## src/rtl/aes_uart_pkg.sv

```systemverilog
// Shared constants and FSM encoding for the AES-256 UART host link.
// Latency: n/a (types and constants only).
// Backpressure: n/a.
package aes_uart_pkg;
  localparam int NUM_BYTES_TX_FRAME = 48;
  localparam int NUM_KEY_BYTES      = 32;
  localparam int NUM_RESP_BYTES     = 16;

  typedef enum logic [1:0] {
    ST_IDLE      = 2'd0,
    ST_SEND      = 2'd1,
    ST_SEND_WAIT = 2'd2,
    ST_RESP      = 2'd3
  } host_state_t;
endpackage

```

## src/rtl/aes_uart_byte_mux.sv

```systemverilog
// Selects the outgoing frame byte: key bytes 0..31, then text bytes 0..15.
// Latency: combinational.
// Backpressure: none; the caller holds sel_i steady while the byte is in flight.
module aes_uart_byte_mux
  import aes_uart_pkg::*;
(
  input  logic [255:0] key_i,
  input  logic [127:0] text_i,
  input  logic [5:0]   sel_i,
  output logic [7:0]   byte_o
);
  // sel 0..31 addresses the key; 32..47 share low bits 0..15 with the text index.
  always_comb begin
    byte_o = 8'h00;
    if (sel_i < 6'(NUM_KEY_BYTES)) begin
      byte_o = key_i[8*sel_i[4:0] +: 8];
    end else begin
      byte_o = text_i[8*sel_i[3:0] +: 8];
    end
  end
endmodule

```

## src/rtl/serial_rx.sv

```systemverilog
// UART byte receiver: 8N1, LSB first, samples mid-bit after a 2-flop synchronizer.
// Latency: new_data pulses near the middle of the stop bit.
// Backpressure: none; each byte is presented for exactly one cycle.
module serial_rx #(
  parameter int CLK_PER_BIT = 87
) (
  input  logic       clk,
  input  logic       rst,
  input  logic       rx,
  output logic [7:0] data,
  output logic       new_data
);
  localparam int CW = $clog2(CLK_PER_BIT + 1);
  localparam logic [CW-1:0] BIT_LAST = CW'(CLK_PER_BIT - 1);
  localparam logic [CW-1:0] BIT_HALF = CW'(CLK_PER_BIT / 2);

  typedef enum logic [1:0] {S_IDLE, S_START, S_DATA, S_STOP} rx_state_t;

  rx_state_t     st_q;
  logic [CW-1:0] ctr_q;
  logic [2:0]    bit_q;
  logic [7:0]    data_q;
  logic          new_data_q;
  logic          rx_meta_q;
  logic          rx_sync_q;

  // Synchronize the line, find the start bit centre, then sample every bit period.
  always_ff @(posedge clk or posedge rst) begin
    if (rst) begin
      st_q       <= S_IDLE;
      ctr_q      <= '0;
      bit_q      <= '0;
      data_q     <= '0;
      new_data_q <= 1'b0;
      rx_meta_q  <= 1'b1;
      rx_sync_q  <= 1'b1;
    end else begin
      rx_meta_q  <= rx;
      rx_sync_q  <= rx_meta_q;
      new_data_q <= 1'b0;
      case (st_q)
        S_IDLE: begin
          ctr_q <= '0;
          if (!rx_sync_q) st_q <= S_START;
        end
        S_START: begin
          if (ctr_q == BIT_HALF) begin
            ctr_q <= '0;
            bit_q <= '0;
            st_q  <= rx_sync_q ? S_IDLE : S_DATA;
          end else begin
            ctr_q <= ctr_q + 1'b1;
          end
        end
        S_DATA: begin
          if (ctr_q == BIT_LAST) begin
            ctr_q  <= '0;
            data_q <= {rx_sync_q, data_q[7:1]};
            if (bit_q == 3'd7) st_q <= S_STOP;
            else bit_q <= bit_q + 3'd1;
          end else begin
            ctr_q <= ctr_q + 1'b1;
          end
        end
        default: begin
          if (ctr_q == BIT_LAST) begin
            new_data_q <= 1'b1;
            st_q       <= S_IDLE;
          end else begin
            ctr_q <= ctr_q + 1'b1;
          end
        end
      endcase
    end
  end

  assign data     = data_q;
  assign new_data = new_data_q;
endmodule

```

## src/rtl/serial_tx.sv

```systemverilog
// UART byte transmitter: 8N1, LSB first, CLK_PER_BIT clocks per bit.
// Latency: start bit begins the cycle after new_data is accepted.
// Backpressure: busy high while a byte is on the line or block is asserted.
module serial_tx #(
  parameter int CLK_PER_BIT = 87
) (
  input  logic       clk,
  input  logic       rst,
  output logic       tx,
  input  logic       block,
  output logic       busy,
  input  logic [7:0] data,
  input  logic       new_data
);
  localparam int CW = $clog2(CLK_PER_BIT + 1);
  localparam logic [CW-1:0] BIT_LAST = CW'(CLK_PER_BIT - 1);

  typedef enum logic [1:0] {S_IDLE, S_START, S_DATA, S_STOP} tx_state_t;

  tx_state_t     st_q;
  logic [CW-1:0] ctr_q;
  logic [2:0]    bit_q;
  logic [7:0]    data_q;
  logic          tx_q;
  logic          busy_q;

  // Bit-timing state machine; line level is registered so tx never glitches.
  always_ff @(posedge clk or posedge rst) begin
    if (rst) begin
      st_q   <= S_IDLE;
      ctr_q  <= '0;
      bit_q  <= '0;
      data_q <= '0;
      tx_q   <= 1'b1;
      busy_q <= 1'b0;
    end else begin
      case (st_q)
        S_IDLE: begin
          tx_q   <= 1'b1;
          busy_q <= block;
          if (new_data && !block) begin
            data_q <= data;
            tx_q   <= 1'b0;
            busy_q <= 1'b1;
            ctr_q  <= '0;
            st_q   <= S_START;
          end
        end
        S_START: begin
          if (ctr_q == BIT_LAST) begin
            ctr_q <= '0;
            bit_q <= '0;
            tx_q  <= data_q[0];
            st_q  <= S_DATA;
          end else begin
            ctr_q <= ctr_q + 1'b1;
          end
        end
        S_DATA: begin
          if (ctr_q == BIT_LAST) begin
            ctr_q <= '0;
            if (bit_q == 3'd7) begin
              tx_q <= 1'b1;
              st_q <= S_STOP;
            end else begin
              bit_q <= bit_q + 3'd1;
              tx_q  <= data_q[bit_q + 3'd1];
            end
          end else begin
            ctr_q <= ctr_q + 1'b1;
          end
        end
        default: begin
          if (ctr_q == BIT_LAST) begin
            ctr_q  <= '0;
            busy_q <= block;
            st_q   <= S_IDLE;
          end else begin
            ctr_q <= ctr_q + 1'b1;
          end
        end
      endcase
    end
  end

  assign tx   = tx_q;
  assign busy = busy_q;
endmodule

```

## src/rtl/aes256_uart_host.sv

```systemverilog
// Sends key+plaintext as a 48-byte UART frame, collects the 16-byte ciphertext reply.
// Latency: busy and first byte launch one cycle after start; frame ~480*CLK_PER_BIT cycles.
// Backpressure: tx bytes gated by serial_tx busy; start ignored while busy and on the done cycle.
module aes256_uart_host
  import aes_uart_pkg::*;
#(
  parameter int CLK_PER_BIT    = 87,
  parameter int TIMEOUT_CYCLES = 2000000
) (
  input  logic         clk,
  input  logic         reset_n,
  input  logic         start,
  input  logic [255:0] key_in,
  input  logic [127:0] text_in,
  output logic         busy,
  output logic         done,
  output logic         timeout,
  output logic [127:0] text_out,
  output logic         uart_tx,
  input  logic         uart_rx
);
  localparam int TO_W = $clog2(TIMEOUT_CYCLES + 1);
  localparam logic [TO_W-1:0] TO_LAST = TO_W'(TIMEOUT_CYCLES - 1);
  localparam logic [5:0]      TX_LAST = 6'(NUM_BYTES_TX_FRAME - 1);
  localparam logic [4:0]      RX_LAST = 5'(NUM_RESP_BYTES - 1);

  host_state_t     state_q;
  logic [255:0]    key_q;
  logic [127:0]    text_q;
  logic [5:0]      tx_cnt_q;
  logic [4:0]      rx_cnt_q;
  logic [TO_W-1:0] to_cnt_q;
  logic            wait_q;
  logic [127:0]    resp_q;
  logic [127:0]    resp_d;
  logic [127:0]    text_out_q;
  logic            busy_q;
  logic            done_q;
  logic            timeout_q;

  logic            eng_rst;
  logic [7:0]      tx_byte;
  logic            tx_new_data;
  logic            tx_busy;
  logic [7:0]      rx_data;
  logic            rx_new_data;

  assign eng_rst     = !reset_n;
  assign tx_new_data = (state_q == ST_SEND);

  aes_uart_byte_mux u_byte_mux (
    .key_i  (key_q),
    .text_i (text_q),
    .sel_i  (tx_cnt_q),
    .byte_o (tx_byte)
  );

  serial_tx #(.CLK_PER_BIT(CLK_PER_BIT)) u_serial_tx (
    .clk      (clk),
    .rst      (eng_rst),
    .tx       (uart_tx),
    .block    (1'b0),
    .busy     (tx_busy),
    .data     (tx_byte),
    .new_data (tx_new_data)
  );

  serial_rx #(.CLK_PER_BIT(CLK_PER_BIT)) u_serial_rx (
    .clk      (clk),
    .rst      (eng_rst),
    .rx       (uart_rx),
    .data     (rx_data),
    .new_data (rx_new_data)
  );

  // Response word with the byte currently on rx_data merged in, so the 16th byte lands in text_out.
  always_comb begin
    resp_d = resp_q;
    resp_d[8*rx_cnt_q +: 8] = rx_data;
  end

  // Transaction FSM; done/timeout are one-cycle pulses and busy drops on the same edge.
  always_ff @(posedge clk or negedge reset_n) begin
    if (!reset_n) begin
      state_q    <= ST_IDLE;
      key_q      <= '0;
      text_q     <= '0;
      tx_cnt_q   <= '0;
      rx_cnt_q   <= '0;
      to_cnt_q   <= '0;
      wait_q     <= 1'b0;
      resp_q     <= '0;
      text_out_q <= '0;
      busy_q     <= 1'b0;
      done_q     <= 1'b0;
      timeout_q  <= 1'b0;
    end else begin
      done_q    <= 1'b0;
      timeout_q <= 1'b0;
      case (state_q)
        ST_IDLE: begin
          // done_q is still high in the cycle right after completion; a start there is dropped.
          if (start && !done_q) begin
            key_q    <= key_in;
            text_q   <= text_in;
            tx_cnt_q <= '0;
            rx_cnt_q <= '0;
            to_cnt_q <= '0;
            busy_q   <= 1'b1;
            state_q  <= ST_SEND;
          end
        end
        ST_SEND: begin
          wait_q  <= 1'b1;
          state_q <= ST_SEND_WAIT;
        end
        ST_SEND_WAIT: begin
          if (wait_q) begin
            wait_q <= 1'b0;
          end else if (!tx_busy) begin
            tx_cnt_q <= tx_cnt_q + 6'd1;
            state_q  <= (tx_cnt_q == TX_LAST) ? ST_RESP : ST_SEND;
          end
        end
        default: begin
          // A received byte takes priority over an expiring timeout in the same cycle.
          if (rx_new_data) begin
            resp_q   <= resp_d;
            rx_cnt_q <= rx_cnt_q + 5'd1;
            to_cnt_q <= '0;
            if (rx_cnt_q == RX_LAST) begin
              text_out_q <= resp_d;
              done_q     <= 1'b1;
              busy_q     <= 1'b0;
              state_q    <= ST_IDLE;
            end
          end else if (to_cnt_q == TO_LAST) begin
            timeout_q <= 1'b1;
            busy_q    <= 1'b0;
            state_q   <= ST_IDLE;
          end else begin
            to_cnt_q <= to_cnt_q + 1'b1;
          end
        end
      endcase
    end
  end

  assign busy     = busy_q;
  assign done     = done_q;
  assign timeout  = timeout_q;
  assign text_out = text_out_q;
endmodule

```

## config.mk

```make
export PLATFORM = sky130hd
export DESIGN_NAME = aes256_uart_host
export DESIGN_NICKNAME = d
export VERILOG_FILES = /design/src/rtl/aes_uart_pkg.sv /design/src/rtl/aes_uart_byte_mux.sv /design/src/rtl/serial_rx.sv /design/src/rtl/serial_tx.sv /design/src/rtl/aes256_uart_host.sv
export SDC_FILE = /design/constraint.sdc
export NUM_CORES = 2
export LEC_CHECK = 0
export ABC_AREA = 1
export CAP_MARGIN = 20
export CELL_PAD_IN_SITES_DETAIL_PLACEMENT = 1
export CELL_PAD_IN_SITES_GLOBAL_PLACEMENT = 2
export CORE_UTILIZATION = 34
export DETAILED_ROUTE_END_ITERATION = 10
export GPL_ROUTABILITY_DRIVEN = 0
export PLACE_DENSITY = 0.95
export SLEW_MARGIN = 20
export SYNTH_ARGS = -nofsm -noshare
export SYNTH_HDL_FRONTEND = slang
export SYNTH_HIERARCHICAL = 1
export SYNTH_SLANG_ARGS = --single-unit
```

## constraint.sdc

```tcl
create_clock -name clk -period 3.74 [get_ports clk]
set_clock_uncertainty 0.1 [all_clocks]
set_input_delay 0.748 -clock clk [delete_from_list [all_inputs] [get_ports clk]]
set_output_delay 0.748 -clock clk [all_outputs]
set_load 0.01 [all_outputs]
```

==> Yosys cells after proc, flatten, opt, wreduce, memory -nomap -nowiden <==
Cells that the tools add are included.
{ "totals": {"input_bits": 388, "word_cells": 181, "reg_bits": 723, "out_inout_bits": 132} }
{ "classes": {"reduce_logical": 35, "eq_ne": 31, "n_mux": 73, "n_bitwise": 3, "addsub": 8, "magnitude_cmp": 2, "shifts": 4} }
{ "ops": {"columns": ["cell", "count"], "rows": [
  ["256-bit by 9-bit variable part select with 8-bit output", 1],
  ["128-bit bitwise mux", 1],
  ["8-bit by 34-bit variable shift with 128-bit output (first input constant)", 1],
  ["128-bit by 8-bit variable part select with 8-bit output", 1],
  ["8-bit by 34-bit variable part select with 128-bit output", 1],
  ["21-bit 2-to-1 mux", 3],
  ["7-bit 2-to-1 mux", 6],
  ["21-bit case mux with 2 select lines", 1],
  ["2-bit 2-to-1 mux", 18],
  ["8-bit negator with 34-bit output", 1],
  ["21-bit by 1-bit adder with 21-bit output (second input constant)", 1],
  ["21-bit equality test (second input constant)", 1],
  ["7-bit case mux with 3 select lines", 1],
  ["1-bit 2-to-1 mux", 19],
  ["3-bit 2-to-1 mux", 6],
  ["6-bit 2-to-1 mux", 3],
  ["2-bit case mux with 3 select lines", 3],
  ["4-bit AND reduction", 4],
  ["5-bit AND reduction", 3],
  ["7-bit by 1-bit adder with 7-bit output (second input constant)", 2],
  ["7-bit equality test (second input constant)", 2],
  ["2-bit != test (second input constant)", 7],
  ["2-bit by 1-bit != test with 1-bit output (second input constant)", 6],
  ["3-bit case mux with 2 select lines", 2],
  ["33 further kinds", 62]
]} }

==> Logic depth before layout (Yosys ltp) <==
{ "depth": {"ltp_word": 6, "ltp_mapped": 14, "depth_no_buf": 12} }

==> By module <==
Netlist, hierarchy kept.
{ "by_module_without_submodules": {"columns": ["mod", "seq_area_each_um2", "cells_each", "instances", "area_per_inst_um2"], "rows": [
  ["aes256_uart_host", 16966.3, 3536, 1, 28862.7],
  ["aes_uart_byte_mux", 0.0, 853, 1, 3826.2],
  ["serial_tx", 551.8, 154, 1, 1285.0],
  ["serial_rx", 578.1, 145, 1, 1213.7]
]} }

==> Worst setup path before layout <==
Ideal clock, no wire load.
{ "synth_path": {"kind": "reg-to-reg", "startpoint": "register rx_cnt_q[0]", "endpoint": "register resp_q[0]", "path_stages_with_launch": 14, "t_arrival_ns": 2.358, "synth_period_minus_slack_ns": 2.535, "n_path_buf": 1, "setup_ns": 0.077, "required_time_ns": 3.563, "setup_slack_ns": 1.205, "cell_sequence": "dfrtp_1 > inv_2 > clkbuf_1 > ha_1 > nand2_1 > nor2_1 > ha_1 > inv_1 > nand2_1 > nor3_2 > inv_1 > nand2_1 > nand3_1 > o21ai_1"} }
{ "synth_between": {"elab_chain_cells": 3, "word_cells_on_any_way": 4, "classes_between": "1 x add/sub; 2 x shift; 1 x mux"} }
{ "synth_rtl": {"columns": ["element", "line_no", "text"], "rows": [
  ["start, declared", "aes256_uart_host.sv:31", "logic [4:0] rx_cnt_q;"],
  ["start signal, assigned", "aes256_uart_host.sv:129", "rx_cnt_q <= rx_cnt_q + 5'd1;"],
  ["8-bit negator with 34-bit output (*)", "aes256_uart_host.sv:79", "resp_d[8*rx_cnt_q +: 8] = rx_data;"],
  ["8-bit by 34-bit variable part select with 128-bit output / 8-bit by 34-bit variable shift with 128-bit output (equally long branches)", "aes256_uart_host.sv:79", null],
  ["128-bit bitwise mux (*)", "aes256_uart_host.sv:79", null],
  ["end signal, assigned", "aes256_uart_host.sv:128", "resp_q <= resp_d;"],
  ["end, declared", "aes256_uart_host.sv:34", "logic [127:0] resp_q;"]
]} }
Mark *: on every way between the ends. The rest lies on a longest branch, timed or not.
A chain may end at the register's enable or synchronous reset.

==> Final worst setup path <==
Ends and elaborated chain as after synthesis.

==> results.tsv <==
metric	value	unit
Layout area overhead	27.2	%
die area	105000	µm²
final setup margin	763	ps
FF+latch count, synth	723	
CTS buffer count	84	
Synth area leaders	dfrtp_1 51%, nand2_1 24%, nand3_1 8.1%, inv_1 2.4%, nand4_1 2.3%	
Post-DP HPWL	92200	µm
main combinational cell family by area after synthesis	simple AND/OR/NAND/NOR gates	
Bufs on Longest Clock Path	3	
sequential-to-total area share from yosys stat	51.4	%
drt pass-1 iters	7	
Final Cycle Share	79.6	%
Worst R2R Path Depth	12	
largest net degree at the start of global routing	132	
Worst Max-Slew Pin Slew	1010	ps
crit path launch type	flip-flop	
Yosys warning count	6	
Worst R2R Start	rx_cnt_q[0]	
number of gates resized after CTS	0	
number of core rows	117	
Setup CP Type	flip-flop to flip-flop	
complex-gate fraction of the synthesized area	3.42	%
RSZ-0062 raised after global routing	no	
buffers added on ports	519	
outcome	completed	
drt drc	0	
Reg-to-Reg End	resp_q[0]	
Synth area leader	dfrtp_1	
DRT antenna net count	0	
synthesized area	35200	µm²
share of layout cells above drive strength 1	5.73	%
f_max	336	MHz
dpl cells	6381	
drt wl/cell	20.1	µm
CP cell instances	inv_2 > ha_1 > nand2_1 > nor2_1 > ha_1 > inv_1 > nand2_1 > nor3_2 > inv_1 > nand2_1 > nand3_1 > o21ai_1	
final hold vios	0	
first-pass GRT wire length	205000	µm
total number of vias	33300	
most frequent cells in the layout	2291 x nand2_1, 717 x dfrtp_1, 567 x nand3_1, 518 x clkdlybuf4s50_1, 220 x inv_1	
CP Max Fanout	16	
Core ar.	102000	µm²
commonest non-fill, non-tap cell in the layout	nand2_1	
leakage	0.0225	µW
Reg2Reg Setup Slack	760	ps
setup TNS	0	ps
CTS tree	yes	
Core Util, Final	43.8	%
Die W	324	µm
Final #Nets	5510	
fin crit period	2980	ps
Non-Filler Instances	6540	
final WL	131000	µm
cells after synthesis	4688	
Worst IR Drop VDD	683	µV
clk sinks	723	
HP Class	flip-flop to flip-flop	
ys flop type	dfrtp_1	
drt via density	5.08	
total power	31500	µW
Worst Setup EP	resp_q[0]	
Critical path origin	rx_cnt_q[0]	
initial core utilization	34.4	%
Worst EP required	4220	ps
Synth Area in Simple Gates	37.9	%
GRT overflow	0	
average cell area after synthesis	7.51	µm²
mux share of post-synthesis cell area	0.128	%
htree depth	3	
pre-CTS WS	848	ps
IO Count	520	
Die Ht	324	µm
Rel. slew slack	32.7	%
# Max-Cap Violations	0	
Critical Path Max Stage Delay	540	ps
Power per Cell Area	703	nW/µm²
Post-Synth XOR/XNOR Area	0.249	%
Clk Latency, worst-skew pair	670	ps
Post-synth EDFFs	0	
Tot GR Track Use	25.2	%
initial antenna violation count	7	
Critical-path top delay cell	nor3_2	
initial drt markers	2596	
final setup vio count	0	
CP Capture Type	flip-flop	
fin. max-slew vios	0	
Root Buffer	clkbuf_16	
Worst Path Arrival	3460	ps
Synth cell types	51	
Worst-path clk slew	60	ps
vias in the first global route	34700	
share of the synthesized area in the top cell type	51.2	%
most frequent CP cell	nand2_1	
Adder-Cell Fraction of Synth Area	0.782	%
Async SR Flop Fraction	100	%
[critical path, delay by kind of cell (launching register included)]
kind                     cells  cell delay, ps
AND/OR/NAND/NOR              6            1080
buffers and inverters        3             720
adder cells (fa/ha/maj)      2             480
flip-flops                   1             390
AO/OA/AOI/OAI                1             100
[final cells by class]
class | count | area (µm²)
clock buffer | 118 | 2450
antenna | 4 | 10.0
tap | 1368 | 1710
timing repair buffer | 592 | 6050
clock inverter | 36 | 538
fill | 12500 | 57400
sequential | 723 | 18100
inverter | 239 | 916
multi-input combinational | 3460 | 15000
[registers in the layout (all words and copies together) (netlist names), 2 cells and up]
signal / count
text_out: 128
u_serial_rx/ctr_q: 7
u_serial_tx/data_q: 8
text_q: 128
u_serial_tx/bit_q: 3
u_serial_rx/bit_q: 3
resp_q: 128
u_serial_tx/st_q: 2
u_serial_rx/data: 8
rx_cnt_q: 5
to_cnt_q: 21
key_q: 256
tx_cnt_q: 6
u_serial_tx/ctr_q: 7
state_q: 2
u_serial_rx/st_q: 2
[cells by family (layout without fill, tap and decap cells)]
| group | after synthesis | count (layout) |
|---|---|---|
| simple gates | 3211 | 3211 |
| flops | 723 | 723 |
| buf+inv | 506 | 985 |
| compound gates | 211 | 211 |
| fa+ha+maj | 22 | 22 |
| xor+xnor | 10 | 10 |
| mux | 4 | 4 |
| other cells | 1 | 6 |
[timing repair]
action	4_1_cts	5_1_grt
setup endpoints to repair	0	0
endpoints found under the hold margin	28	0
hold buffers	1	0
setup buffers	0	0
[through the flow]
step | hold slack [ps] | instance area (µm²)
after floorplan | 245 | 35200
after global placement | 247 | 41800
after detailed placement | 249 | 41800
after CTS | 258 | 44800
after global routing | 260 | 44800
final | 257 | 44800
[worst min-delay path by stage]
stage | from | depth (start not counted) | end
floorplan | u_serial_rx/rx_meta_q | 0 | u_serial_rx/rx_sync_q
global placement | u_serial_rx/rx_meta_q | 0 | u_serial_rx/rx_sync_q
detailed placement | u_serial_rx/rx_meta_q | 0 | u_serial_rx/rx_sync_q
CTS | u_serial_rx/rx_meta_q | 0 | u_serial_rx/rx_sync_q
global route | u_serial_rx/rx_meta_q | 0 | u_serial_rx/rx_sync_q
finish | u_serial_rx/rx_meta_q | 0 | u_serial_rx/rx_sync_q
[layer usage]
| metal | vias to the layer above | global-route usage (%) | routed length (µm) |
|---|---|---|---|
| li1 | 15700 | - | - |
| met1 | 16500 | 33.5 | 57400 |
| met2 | 816 | 41.3 | 62400 |
| met3 | 213 | 4.04 | 6590 |
| met4 | 8 | 9.42 | 4890 |
| met5 | - | 0 | 48 |
[synthesized netlist by cell type, types with 4 or more instances]
master / instances
o21a_1: 4
buf_2: 89
nand2_1: 2293
buf_1: 23
dfrtp_1: 720
nand3_2: 9
nor3_1: 9
nand3_1: 567
nor2_1: 163
ha_1: 22
mux2_2: 4
or2_2: 5
o211ai_1: 32
buf_6: 10
nand4_1: 130
inv_2: 11
o21ai_1: 17
inv_1: 224
nor2_2: 6
buf_4: 10
a21oi_1: 9
o21ai_0: 131
nor2_4: 5
clkbuf_1: 134
xor2_1: 7
o21ai_2: 5
nand2_2: 8
[power by group]
group | switching [µW] | leakage, µW | internal [µW] | total (µW)
registers | 1310 | 0.00942 | 10000 | 11300
clock network | 3590 | 0.00147 | 5370 | 8970
logic | 7740 | 0.0116 | 3440 | 11200
Power figures use the tool's default switching activity.
